## src/rtl/odata_pool_rd_sched_if.sv

```systemverilog
// Bundle of requester, pool-request and pool-completion signals shared by the
// read scheduler (slave view) and whatever drives it (master view).
interface odata_pool_rd_sched_if #(
  parameter int NUM  = 4,
  parameter int EX_W = 32
);
  logic [NUM-1:0]    req_valid;
  logic [NUM-1:0]    req_ready;
  logic [NUM*32-1:0] req_addr;
  logic [NUM*32-1:0] req_size;
  logic [NUM-1:0]    req_done;
  logic              pool_valid;
  logic              pool_ready;
  logic [63:0]       pool_data;
  logic [EX_W-1:0]   pool_ex_info;
  logic              done_valid;
  logic [EX_W-1:0]   done_ex_info;
  logic              busy;
  logic [3:0]        outstanding;

  modport master (
    output req_valid, req_addr, req_size, pool_ready, done_valid, done_ex_info,
    input  req_ready, req_done, pool_valid, pool_data, pool_ex_info, busy, outstanding
  );

  modport slave (
    input  req_valid, req_addr, req_size, pool_ready, done_valid, done_ex_info,
    output req_ready, req_done, pool_valid, pool_data, pool_ex_info, busy, outstanding
  );
endinterface

```

## src/rtl/odata_pool_rd_sched.sv

```systemverilog
// Round-robin read-request scheduler: splits {addr,size} requests into
// burst/4KB-legal segments for the odata pool and tracks their completion.
module odata_pool_rd_sched #(
  parameter int NUM       = 4,
  parameter int BYTES     = 8,
  parameter int MAX_BEATS = 256,
  parameter int MAX_OUT   = 4,
  parameter int EX_W      = 32
) (
  input logic clock,
  input logic rst,
  odata_pool_rd_sched_if.slave bus
);
  localparam int IDW = (NUM > 1) ? $clog2(NUM) : 1;
  localparam int BSH = $clog2(BYTES);

  localparam logic [1:0] S_IDLE  = 2'd0;
  localparam logic [1:0] S_CALC  = 2'd1;
  localparam logic [1:0] S_ISSUE = 2'd2;

  logic [1:0]     r_state;
  logic [IDW-1:0] r_last_grant;
  logic [IDW-1:0] r_cur_id;
  logic [31:0]    r_cur_addr;
  logic [31:0]    r_rem;
  logic [31:0]    r_seg;
  logic           r_last_seg;
  logic [3:0]     r_out;
  logic [NUM-1:0] r_done;

  logic           w_grant_found;
  logic [IDW-1:0] w_grant_id;
  logic [IDW-1:0] w_cand;
  logic           w_accept;
  logic [31:0]    w_sel_addr;
  logic [31:0]    w_sel_size;
  logic [12:0]    w_bnd;
  logic [31:0]    w_seg_calc;
  logic           w_pool_valid;
  logic           w_hs;
  logic           w_dec;
  logic [NUM-1:0] w_done_next;

  // Search starts just after the previous winner so every requester gets a turn.
  always_comb begin
    w_grant_found = 1'b0;
    w_grant_id    = '0;
    w_cand        = '0;
    for (int k = 1; k <= NUM; k++) begin
      w_cand = IDW'((int'(r_last_grant) + k) % NUM);
      if (!w_grant_found && bus.req_valid[w_cand]) begin
        w_grant_found = 1'b1;
        w_grant_id    = w_cand;
      end
    end
  end

  assign w_accept = (r_state == S_IDLE) && w_grant_found && !rst;

  always_comb begin
    w_sel_addr = '0;
    w_sel_size = '0;
    for (int i = 0; i < NUM; i++) begin
      if (w_grant_id == IDW'(i)) begin
        w_sel_addr = bus.req_addr[32*i +: 32];
        w_sel_size = bus.req_size[32*i +: 32];
      end
    end
  end

  always_comb begin
    for (int i = 0; i < NUM; i++) begin
      bus.req_ready[i] = w_accept && (w_grant_id == IDW'(i));
    end
  end

  // Beats left before the next 4 KB page; address is already beat-aligned.
  assign w_bnd = (13'd4096 - {1'b0, r_cur_addr[11:0]}) >> BSH;

  always_comb begin
    w_seg_calc = r_rem;
    if (w_seg_calc > 32'(MAX_BEATS)) w_seg_calc = 32'(MAX_BEATS);
    if (w_seg_calc > {19'd0, w_bnd}) w_seg_calc = {19'd0, w_bnd};
  end

  assign w_pool_valid = (r_state == S_ISSUE) && (r_out < 4'(MAX_OUT));
  assign w_hs         = w_pool_valid && bus.pool_ready;
  assign w_dec        = bus.done_valid && (r_out != 4'd0);

  always_comb begin
    for (int i = 0; i < NUM; i++) begin
      w_done_next[i] = (w_accept && (w_sel_size == 32'd0) && (w_grant_id == IDW'(i))) ||
                       (w_dec && bus.done_ex_info[IDW] &&
                        (bus.done_ex_info[IDW-1:0] == IDW'(i)));
    end
  end

  always_ff @(posedge clock) begin
    if (rst) begin
      r_state      <= S_IDLE;
      r_last_grant <= IDW'(NUM - 1);
      r_cur_id     <= '0;
      r_cur_addr   <= '0;
      r_rem        <= '0;
      r_seg        <= '0;
      r_last_seg   <= 1'b0;
      r_out        <= '0;
      r_done       <= '0;
    end else begin
      r_done <= w_done_next;
      case ({w_hs, w_dec})
        2'b10:   r_out <= r_out + 4'd1;
        2'b01:   r_out <= r_out - 4'd1;
        default: r_out <= r_out;
      endcase
      case (r_state)
        S_IDLE: begin
          if (w_accept) begin
            r_last_grant <= w_grant_id;
            r_cur_id     <= w_grant_id;
            r_cur_addr   <= w_sel_addr & ~32'(BYTES - 1);
            r_rem        <= w_sel_size;
            if (w_sel_size != 32'd0) r_state <= S_CALC;
          end
        end
        S_CALC: begin
          r_seg      <= w_seg_calc;
          r_last_seg <= (w_seg_calc == r_rem);
          r_state    <= S_ISSUE;
        end
        S_ISSUE: begin
          if (w_hs) begin
            r_cur_addr <= r_cur_addr + (r_seg << BSH);
            r_rem      <= r_rem - r_seg;
            r_state    <= r_last_seg ? S_IDLE : S_CALC;
          end
        end
        default: r_state <= S_IDLE;
      endcase
    end
  end

  always_comb begin
    bus.pool_ex_info          = '0;
    bus.pool_ex_info[IDW:0]   = {r_last_seg, r_cur_id};
  end

  assign bus.pool_valid  = w_pool_valid;
  assign bus.pool_data   = {r_cur_addr, r_seg};
  assign bus.req_done    = r_done;
  assign bus.busy        = (r_state != S_IDLE);
  assign bus.outstanding = r_out;

  // A completion with nothing in flight means the pool and scheduler disagree.
  assert property (@(posedge clock) disable iff (rst) !(bus.done_valid && (r_out == 4'd0)));
endmodule
```

## src/flat_wrapper.sv

```systemverilog
// flat-port wrapper written by rule: the top's interface ports become plain ports
module odata_pool_rd_sched_flat 
#(
  parameter int NUM       = 4,
  parameter int BYTES     = 8,
  parameter int MAX_BEATS = 256,
  parameter int MAX_OUT   = 4,
  parameter int EX_W      = 32
)
  (clock, rst, bus_req_valid, bus_req_addr, bus_req_size, bus_pool_ready, bus_done_valid, bus_done_ex_info, bus_req_ready, bus_req_done, bus_pool_valid, bus_pool_data, bus_pool_ex_info, bus_busy, bus_outstanding);
  odata_pool_rd_sched_if #(.NUM(NUM), .EX_W(EX_W)) bus_i ();
  input logic clock;
  input logic rst;
  input wire logic [$bits(bus_i.req_valid)-1:0] bus_req_valid;
  input wire logic [$bits(bus_i.req_addr)-1:0] bus_req_addr;
  input wire logic [$bits(bus_i.req_size)-1:0] bus_req_size;
  input wire logic [$bits(bus_i.pool_ready)-1:0] bus_pool_ready;
  input wire logic [$bits(bus_i.done_valid)-1:0] bus_done_valid;
  input wire logic [$bits(bus_i.done_ex_info)-1:0] bus_done_ex_info;
  output wire logic [$bits(bus_i.req_ready)-1:0] bus_req_ready;
  output wire logic [$bits(bus_i.req_done)-1:0] bus_req_done;
  output wire logic [$bits(bus_i.pool_valid)-1:0] bus_pool_valid;
  output wire logic [$bits(bus_i.pool_data)-1:0] bus_pool_data;
  output wire logic [$bits(bus_i.pool_ex_info)-1:0] bus_pool_ex_info;
  output wire logic [$bits(bus_i.busy)-1:0] bus_busy;
  output wire logic [$bits(bus_i.outstanding)-1:0] bus_outstanding;
  assign bus_i.req_valid = bus_req_valid;
  assign bus_i.req_addr = bus_req_addr;
  assign bus_i.req_size = bus_req_size;
  assign bus_i.pool_ready = bus_pool_ready;
  assign bus_i.done_valid = bus_done_valid;
  assign bus_i.done_ex_info = bus_done_ex_info;
  assign bus_req_ready = bus_i.req_ready;
  assign bus_req_done = bus_i.req_done;
  assign bus_pool_valid = bus_i.pool_valid;
  assign bus_pool_data = bus_i.pool_data;
  assign bus_pool_ex_info = bus_i.pool_ex_info;
  assign bus_busy = bus_i.busy;
  assign bus_outstanding = bus_i.outstanding;
  odata_pool_rd_sched #(.NUM(NUM), .BYTES(BYTES), .MAX_BEATS(MAX_BEATS), .MAX_OUT(MAX_OUT), .EX_W(EX_W)) u_core (.clock(clock), .rst(rst), .bus(bus_i));
endmodule
```

## config.mk

```make
export PLATFORM = sky130hd
export DESIGN_NAME = odata_pool_rd_sched_flat
export DESIGN_NICKNAME = d
export VERILOG_FILES = /design/src/rtl/odata_pool_rd_sched_if.sv /design/src/rtl/odata_pool_rd_sched.sv /design/src/flat_wrapper.sv
export SDC_FILE = /design/constraint.sdc
export NUM_CORES = 1
export LEC_CHECK = 0
export ABC_AREA = 1
export ABC_CLOCK_PERIOD_IN_PS = 4000
export CORE_MARGIN = 8
export CORE_UTILIZATION = 46
export DETAILED_ROUTE_END_ITERATION = 12
export GPL_TIMING_DRIVEN = 0
export PLACE_DENSITY = 0.88
export SYNTH_ARGS = -nofsm -noshare
export SYNTH_HDL_FRONTEND = slang
export SYNTH_SLANG_ARGS = --single-unit
```

## constraint.sdc

```tcl
create_clock -name clock -period 4 [get_ports clock]
set_input_delay 0.6 -clock clock [delete_from_list [all_inputs] [get_ports clock]]
set_output_delay 0.6 -clock clock [all_outputs]
set_load 0.02 [all_outputs]
```

# After elaboration in Yosys (flattened, before gate mapping)
# Index checks and enable logic that the tools add are counted.
# word_totals
reg_bits,111
wordCells,119
inputBits,296
output_inout_bits,110
# classes
add_sub_neg,9
n_reduce_logical,42
n_eq_ne,14
order_cmp,7
n_mux,38
# op_table
operator,n
32-bit 2-to-1 mux,14
32-bit case mux with 2 select lines,2
32-bit adder,1
32-bit == test,1
32-bit by 10-bit greater-than comparator with 1-bit output,1
32-bit by 9-bit greater-than comparator with 1-bit output (second input constant),1
32-bit zero test,1
32-bit nonzero test,1
32-bit subtractor,1
1-bit logical AND,22
2-bit 2-to-1 mux,7
13-bit by 12-bit subtractor with 13-bit output (first input constant),1
2-bit == test (second input constant),6
2-bit by 3-bit < comparator with 1-bit output (second input constant),4
1-bit 2-to-1 mux,9
1-bit binary-select mux with 2-bit select,4
2-bit by 1-bit == test with 1-bit output (second input constant),4
4-bit case mux with 2 select lines,1
2-bit zero test,3
2-bit case mux with 3 select lines,1
3-bit AND reduction,2
2-bit nonzero test,3
2-bit by 1-bit adder with 2-bit output (second input constant),2
2-bit adder (second input constant),2
other kinds (9),16

# Logic depth before layout (Yosys ltp)
# Gate-level depths: netlist (run 1).
# depth
depth_word,22
depth_mapped,24
depth_no_buf,23

# Worst setup path after synthesis (run 1)
# Ideal clock, no wire load.
# synth_path
path_type,register to register
start,register u_core.r_cur_addr[3]
end,register u_core.r_last_seg
setup_slack_ps,847
path_buffers,1
stages_incl_launch_ff,21
arrival_time_ps,3021
setup_time_ps,132
cell_sequence,dfxtp_1 -> nor3_1 -> inv_1 -> nor3_1 -> nand2_1 -> nor2_1 -> xor2_1 -> ha_1 -> a21oi_1 -> o21ai_0 -> a21oi_1 -> o21ai_0 -> nand2_1 -> clkbuf_1 -> nor2_1 -> a21oi_1 -> inv_1 -> o21ai_0 -> a21oi_1 -> nand3b_1 -> a21oi_1
# synth_via
elab_chain_cells,4
# synth_lines
item,line,rtl
"start, declared",odata_pool_rd_sched.sv:24,logic [31:0] r_cur_addr;
"start signal, assigned",odata_pool_rd_sched.sv:121,r_cur_addr <= w_sel_addr & ~32'(BYTES - 1);
"start signal, assigned",odata_pool_rd_sched.sv:133,r_cur_addr <= r_cur_addr + (r_seg << BSH);
13-bit by 12-bit subtractor with 13-bit output (*),odata_pool_rd_sched.sv:78,"assign w_bnd = (13'd4096 - {1'b0, r_cur_addr[11:0]}) >> BSH;"
32-bit by 10-bit greater-than comparator with 1-bit output,odata_pool_rd_sched.sv:83,"if (w_seg_calc > {19'd0, w_bnd}) w_seg_calc = {19'd0, w_bnd};"
32-bit 2-to-1 mux (*),odata_pool_rd_sched.sv:83,
32-bit == test (*),odata_pool_rd_sched.sv:128,r_last_seg <= (w_seg_calc == r_rem);
"end signal, assigned",odata_pool_rd_sched.sv:128,
"end, declared",odata_pool_rd_sched.sv:27,logic r_last_seg;
# Every way passes the cells marked *; elsewhere a longest branch is shown, timed or not.
# A chain may end at the register's enable or synchronous reset.

# Worst setup path in the final report (run 1)
# layout_path
start,input port bus_req_valid[2]
end,output port bus_req_ready[0]
# layout_via
elab_chain_cells,15
elab_cells_between_ends,26
# layout_lines
item,line,rtl
"start, declared",flat_wrapper.sv:14,input wire logic [$bits(bus_i.req_valid)-1:0] bus_req_valid;
1-bit binary-select mux with 2-bit select,odata_pool_rd_sched.sv:51,if (!w_grant_found && bus.req_valid[w_cand]) begin
1-bit 2-to-1 mux (implied by the code),odata_pool_rd_sched.sv:51,
1-bit 2-to-1 mux,odata_pool_rd_sched.sv:51,
1-bit zero test,odata_pool_rd_sched.sv:51,
1-bit logical AND,odata_pool_rd_sched.sv:51,
1-bit 2-to-1 mux,odata_pool_rd_sched.sv:51,
1-bit zero test,odata_pool_rd_sched.sv:51,
1-bit logical AND,odata_pool_rd_sched.sv:51,
1-bit 2-to-1 mux,odata_pool_rd_sched.sv:51,
1-bit zero test,odata_pool_rd_sched.sv:51,
1-bit logical AND,odata_pool_rd_sched.sv:51,
1-bit 2-to-1 mux,odata_pool_rd_sched.sv:51,
1-bit logical AND (2 in series),odata_pool_rd_sched.sv:58,assign w_accept = (r_state == S_IDLE) && w_grant_found && !rst;
1-bit logical AND (*),odata_pool_rd_sched.sv:73,bus.req_ready[i] = w_accept && (w_grant_id == IDW'(i));
"end, declared",flat_wrapper.sv:20,output wire logic [$bits(bus_i.req_ready)-1:0] bus_req_ready;
# Every way passes the cells marked *; elsewhere a longest branch is shown, timed or not. The select of a mux whose other input is x is not followed.

==> results of run 1 <==
==> area by class of cell <==
| cell class | count | area, µm² |
|---|---|---|
| Buffer | 101 | 568 |
| Clock buffer | 10 | 239 |
| Clock inverter | 5 | 86.3 |
| Fill cell | 2099 | 7900 |
| Inverter | 197 | 739 |
| Multi-Input combinational cell | 1340 | 7200 |
| Sequential cell | 108 | 2160 |
| Tap cell | 285 | 357 |
| Timing Repair Buffer | 332 | 3320 |
==> worst max-delay path by stage <==
stage,end,startpoint
floorplan,u_core.r_last_seg,u_core.r_cur_addr[3]
global placement,bus_req_ready[1],bus_req_valid[2]
detailed placement,bus_req_ready[1],bus_req_valid[3]
CTS,u_core.r_last_seg,u_core.r_rem[24]
global route,u_core.r_last_seg,u_core.r_rem[25]
finish,bus_req_ready[0],bus_req_valid[2]
==> per-stage QoR <==
| step | setup slack [ns] | area, µm² | total power [mW] |
|---|---|---|---|
| finish | 0.145 | 14700 | 13.8 |
| global route | -0.0599 | 14700 | 14.7 |
| CTS | 0.0760 | 14700 | 13.5 |
| detailed placement | -0.112 | 14300 | 12.4 |
| global placement | -0.0610 | 14300 | 12.2 |
| floorplan | 0.847 | 10700 | 8.61 |
==> state kept, by name (all words and copies together) (netlist names) <==
register and flops:
u_core.bus.outstanding 4, u_core.bus.req_done 4, u_core.r_cur_addr 29, u_core.r_cur_id 2, u_core.r_last_grant 2, u_core.r_last_seg 1
u_core.r_rem 32, u_core.r_seg 32, u_core.r_state 2
==> power by group through the flow <==
stage                     sequential [mW]  combinational [mW]  clock, mW
after floorplan                      1.81                6.81          0
after global placement               1.72                10.5          0
after detailed placement             1.73                10.7          0
after CTS                            1.70                10.7       1.01
after global routing                 1.75                11.9       1.06
final                                1.72                11.0       1.02
==> cells by family after synthesis <==
logic type      after synthesis
fa+ha+maj                    77
other cells                   1
simple gates                795
compound gates              389
buf+inv                     298
xor+xnor                     46
flops                       108
==> routing by layer <==
| metal | wire [µm] | global-route usage |
|---|---|---|
| met5 | 0 | 0 |
| met4 | 2840 | 0.182 |
| met2 | 22700 | 0.571 |
| met1 | 19700 | 0.406 |
| met3 | 5180 | 0.0809 |
==> layout by cell type, fill, tap and decap left out, types with 17 or more instances in the layout <==
master,count
buf_2,17
nand3_1,144
nor3_1,33
inv_1,192
a31oi_1,17
nand2_1,378
clkdlybuf4s50_1,330
nor2_1,168
ha_1,74
clkbuf_1,38
dfxtp_1,108
nand4_1,24
o211ai_1,33
xor2_1,31
a21oi_1,164
o21ai_0,107
buf_4,34
conb_1,33
==> worst max-delay path: stages <==
cell             delay, ns
clkdlybuf4s50_1       0.54
nand2_1               0.09
nand2_2               0.13
nand2_2               0.09
nand2_4               0.09
nor2_1                0.08
a21oi_2               0.17
nand3_4               0.14
nor2_4                0.23
buf_6                 0.26
inv_1                 0.25
nor2_1                0.19
dlygate4sd2_1         0.39
==> timing repair <==
item	in CTS	in global routing
hold endpoints to repair	0	0
setup endpoints to repair	3	2
gates cloned	0	0
gates resized for setup	3	5
pin swaps	0	1
==> metrics.txt, run 1 <==
status=finished clean; wire length per cell=around 21 µm; clock buffer depth=2; via count=about 14,000; most frequent cell after synthesis=nand2_1; main combinational cell family by area after synthesis=simple AND/OR/NAND/NOR gates; maximum vdd drop=1.20 mV; row count=55; unrepaired setup endpoints after global routing=true; max cap viols=0; Via density=5.75; Max Freq=around 260 MHz; hpwl dp=41,700 µm; htree depth=3; Final Hold Fails=0; CTS tree=done; Gate power share=0.801; Hold WC Path Type=reg2reg; WP data required=roughly 3.4 ns; Die Height=around 170 µm; width of the die=167 µm; Synth Area in Simple Gates=0.326; Post-Synth XOR/XNOR Area=0.0383; hold path depth=2; fin crit period=just under 4 ns; Area Growth Syn to Fin=39.3%; post-CTS setup buffers=0; Primary FF master, synth=dfxtp_1; r2r setup slk=between 0.2 and 0.25 ns; CTS Root Cell=clkbuf_16; worst reg2reg path depth=19; switching power=approximately 8.2 mW; CTS Buf Count=9; total track usage=0.344; core region area=approximately 23,000 µm²; initial antenna violation count=0; # diodes=0; final core area utilization=0.650; Placer Congestion=approximately 0.98; Buffers on Ports=332; IO Count=approximately 410; Tcrit/Tclk final=0.964; CP Class=in2out; Remaining DRCs=0; Clock Power Share=0.074; Critical R2R Launch=u_core.r_rem[24]; setup TNS=0 ns; P_leak=a little under 7 nW; Net Sw Frac=0.598; post-synthesis mux area share=0; worst slew pin tran=between 0.9 and 1 ns; CP endpoint kind=primary output; First-pass DRT Iterations=8; DRT Wirelength=50,400 µm; Final Setup Violations=0; Antenna Violating Nets Remaining=0; Slew headroom=0.338; Post-Place Cells=~2,400; Synth Area in Compound Gates=0.213; Cells after Synth=1,714; starting density of the core=0.467; area of the die=between 20,000 and 30,000 µm²; vias in the first global route=approximately 13,000; Syn. warnings=0; number of enable flip-flop cells after synthesis=0; Commonest cells post-synth=380 x nand2_1, 192 x inv_1, 169 x nor2_1; layout cells sized above 1=0.0530; Clock Sinks=between 100 and 150; Int Pwr=roughly 5.5 mW; Worst EP arrival=3.25 ns; Hold EP=u_core.r_seg[29]; Final Max Tran Viols=0; Reg clk slew, reported paths=about 0.08 ns; DR iter-0 viols=approximately 1,100; Post-Syn Area=roughly 11,000 µm²; total congestion overflow=0; Clock Skew=0.0122 ns; min-delay src=u_core.r_seg[29]; synthesized area per cell=a little over 6 µm²; Seq cells post-synth=approximately 110; sequential share of power=0.125; Post-Synth Adder-Cell Area=0.0936; leading cell types by total area after synthesis=dfxtp_1 21%, nand2_1 14%, ha_1 8.8%, a21oi_1 7.8%, nand3_1 6.8%; largest net degree at the start of global routing=18; first-pass GRT wire length=75,800 µm; worst-path fanout max=10; Cell Count, Final, Fillers Out=2,378; Seq/Total Area, Yosys=0.205; area fraction of the dominant cell type after synthesis=0.205; worst skew pair latency=~0.36 ns; largest area contributor in the synthesized netlist=dfxtp_1; CTS Hold Buffers Added=0; final net count=2,462; Hold Slack=between 0.4 and 0.5 ns; post-synthesis async set-or-reset flop share=0; startpoint types=primary input; Pwr Density=roughly 940 nW/µm²; Distinct cells, synth=50; worst reg2reg path endpoint=u_core.r_last_seg
No activity file was read; power rests on OpenSTA's default activity.
==> run 2, diff against run 1 <==
- ABC_CLOCK_PERIOD_IN_PS: 4000 -> 3840
- CORE_AREA: not set -> 2 2 159 161
- CORE_MARGIN: 8 -> not set
- CORE_UTILIZATION: 46 -> not set
- DIE_AREA: not set -> 0 0 161 163
- PLACE_DENSITY: 0.88 -> 0.84
- SLEW_MARGIN: not set -> 10
- clock period: 4 -> 3.84 ns (I/O delays scaled with it)
==> metrics.txt, run 2 (synthesis results as in run 1) <==
clock buffer depth=2 (unchanged); final core area utilization=0.597 (-0.0535); vias in the first global route=12,700 (-5.7%); fin crit period=3.71 ns; Antenna Violating Nets Remaining=0 (unchanged); worst skew pair latency=0.36 ns (about the same); sequential share of power=0.128 (+0.003); CTS Root Cell=clkbuf_16; starting density of the core=0.427 (-0.0398); Fill cells=2,426 (+16%); core region area=24,700 µm² (+9.3%); DR iter-0 viols=1,127 (unchanged); IO Count=406 (unchanged); CTS Hold Buffers Added=0 (unchanged); Remaining DRCs=0 (unchanged); Clock Skew=0.0108 ns (-0.00130 ns); wire length per cell=20.2 µm (-4.8%); Post-DP Area=14,400 µm² (+0.39%); Slew headroom=0.319 (-0.0192); layout cells sized above 1=0.0554 (+0.00234); commonest cells after routing, fill and taps aside=378 x nand2_1, 330 x clkdlybuf4s50_1, 192 x inv_1, 166 x nor2_1, 164 x a21oi_1; P_leak=6.72 nW (about the same); Slowest cell on crit path=dfxtp_1; Worst path most repeated cell=a21oi_1; worst slew pin tran=1.02 ns (+0.0287 ns); htree depth=3 (unchanged); worst-path fanout max=10 (unchanged); Final Hold Fails=0 (unchanged); First-pass DRT Iterations=6 (-2); switching power=8.50 mW (+3.3%); unrepaired setup endpoints after global routing=true; CTS tree=done; CP Class=reg2reg; total congestion overflow=0 (unchanged); Final Cell Area=14,700 µm² (+0.32%); worst slack at placement=-0.162 ns (-0.0503 ns); width of the die=161 µm (-3.8%); CP endpoint kind=register; Final Setup Violations=0 (unchanged); Hold Slack=0.477 ns (+0.000943 ns); commonest non-fill, non-tap cell in the layout=nand2_1; status=finished clean; largest net degree at the start of global routing=18 (unchanged); Clock Sinks=108 (unchanged); Worst EP arrival=3.93 ns (+0.68 ns); via count=13,400 (-2.1%); Net Sw Frac=0.599 (+0.00112); r2r setup slk=0.13 ns (-0.10 ns); total track usage=0.362 (+0.0178); Hold WC Path Type=reg2reg; final net count=2,463 (+0.041%); top flop regs=u_core.r_rem: 32 flops, u_core.r_seg: 32 flops, u_core.r_cur_addr: 29 flops; first-pass GRT wire length=72,300 µm (-4.6%); Tot Pwr=14.2 mW (+3.1%); row count=58 (+5.5%); Max Freq=about 270 MHz; Die Height=163 µm (-2.6%); hpwl dp=40,200 µm (-3.8%); Tcrit/Tclk final=0.966; initial antenna violation count=0 (unchanged); area of the die=26,200 µm² (-6.3%); DRT Wirelength=48,900 µm (-2.9%); maximum vdd drop=0.756 mV (-37%); Gate power share=0.803 (+0.002); Placer Congestion=1.01 (+2.7%); setup ws final=0.131 ns (-0.0140 ns); Via density=5.52 (-4.0%); Area Growth Syn to Fin=39.8%; CTS Buf Count=9 (unchanged); WP data required=4.06 ns (+0.66 ns); max cap viols=0 (unchanged); # diodes=0 (unchanged); startpoint types=register; CP peak stage delay=0.33 ns (-0.21 ns); crit-path cells=nor2_1 > nand4_1 > inv_1 > nand4_1 > nor3_2 > nand2_2 > nor2_1 > ha_1 > a21oi_1 > o21ai_0 > a21oi_1 > o21ai_0 > nand2_2 > clkbuf_2 > nor2_1 > a21oi_1 > nand2_1 > o21ai_0 > a21oi_1 > nand3b_1 > a21oi_1; Buffers on Ports=332 (unchanged); Final Max Tran Viols=0 (unchanged); Pwr Density=963 nW/µm² (+2.8%); Clock Power Share=0.069 (-0.005); Reg clk slew, reported paths=0.08 ns (about the same); Int Pwr=5.69 mW (+2.8%)
[run 2: worst max-delay path, delay by kind of cell, from the launching register on]
kind            cells  cell delay (ns)
simple gates       10             1.62
flops               1             0.33
fa+ha+maj           1             0.28
buf+inv             2             0.33
compound gates      8             0.96
[run 2: layout make-up]
| type | count | area, µm² | area share |
|---|---|---|---|
| plain buffers | 101 | 568 | 0.0386 |
| clock buffers | 12 | 267 | 0.0181 |
| clock inverters | 4 | 31.3 | 0.00212 |
| inverters | 197 | 739 | 0.0502 |
| multi-input cells | 1340 | 7210 | 0.490 |
| flip-flops and latches | 108 | 2160 | 0.147 |
| well taps | 330 | 413 | 0.0280 |
| repair buffers | 333 | 3330 | 0.226 |
[run 2: timing repair]
item                       4_1_cts  5_1_grt
buffers inserted                 0        1
resized for setup                3       10
pin swaps                        0        1
hold endpoints to repair         0        0
setup endpoints to repair        2        7
[run 2: layer usage]
metal / up-vias / wire length, µm / track usage
met4: 0 / 2190 / 0.170
met2: 743 / 22500 / 0.617
met5: - / 0 / 0
met1: 6060 / 19600 / 0.444
met3: 126 / 4640 / 0.0621
li1: 6451 / - / -
[run 2: path summary, 6_finish.rpt]
kind,from,end,cells after the start
setup / recovery,u_core.r_rem[22],u_core.r_last_seg,21
hold / removal,u_core.r_cur_id[0],u_core.r_cur_id[0],2
setup reg to reg,u_core.r_rem[22],u_core.r_last_seg,21
hold reg to reg,u_core.r_cur_id[0],u_core.r_cur_id[0],2
[run 2: metrics by stage]
step / TNS [ns] / std cells
2_1_floorplan: 0 / 1746
3_3_place_gp: -0.265 / 2408
3_5_place_dp: -0.252 / 2408
4_1_cts: 0 / 2424
5_1_grt: -0.152 / 2425
6_report: 0 / 2425
[run 2: power groups by stage]
stage	clock, mW	combinational [mW]	sequential [mW]
after detailed placement	0	11.1	1.81
final	0.984	11.4	1.81
after CTS	0.981	11.1	1.79
after global placement	0	11.0	1.81
after global routing	1.02	12.3	1.83
after floorplan	0	7.09	1.88
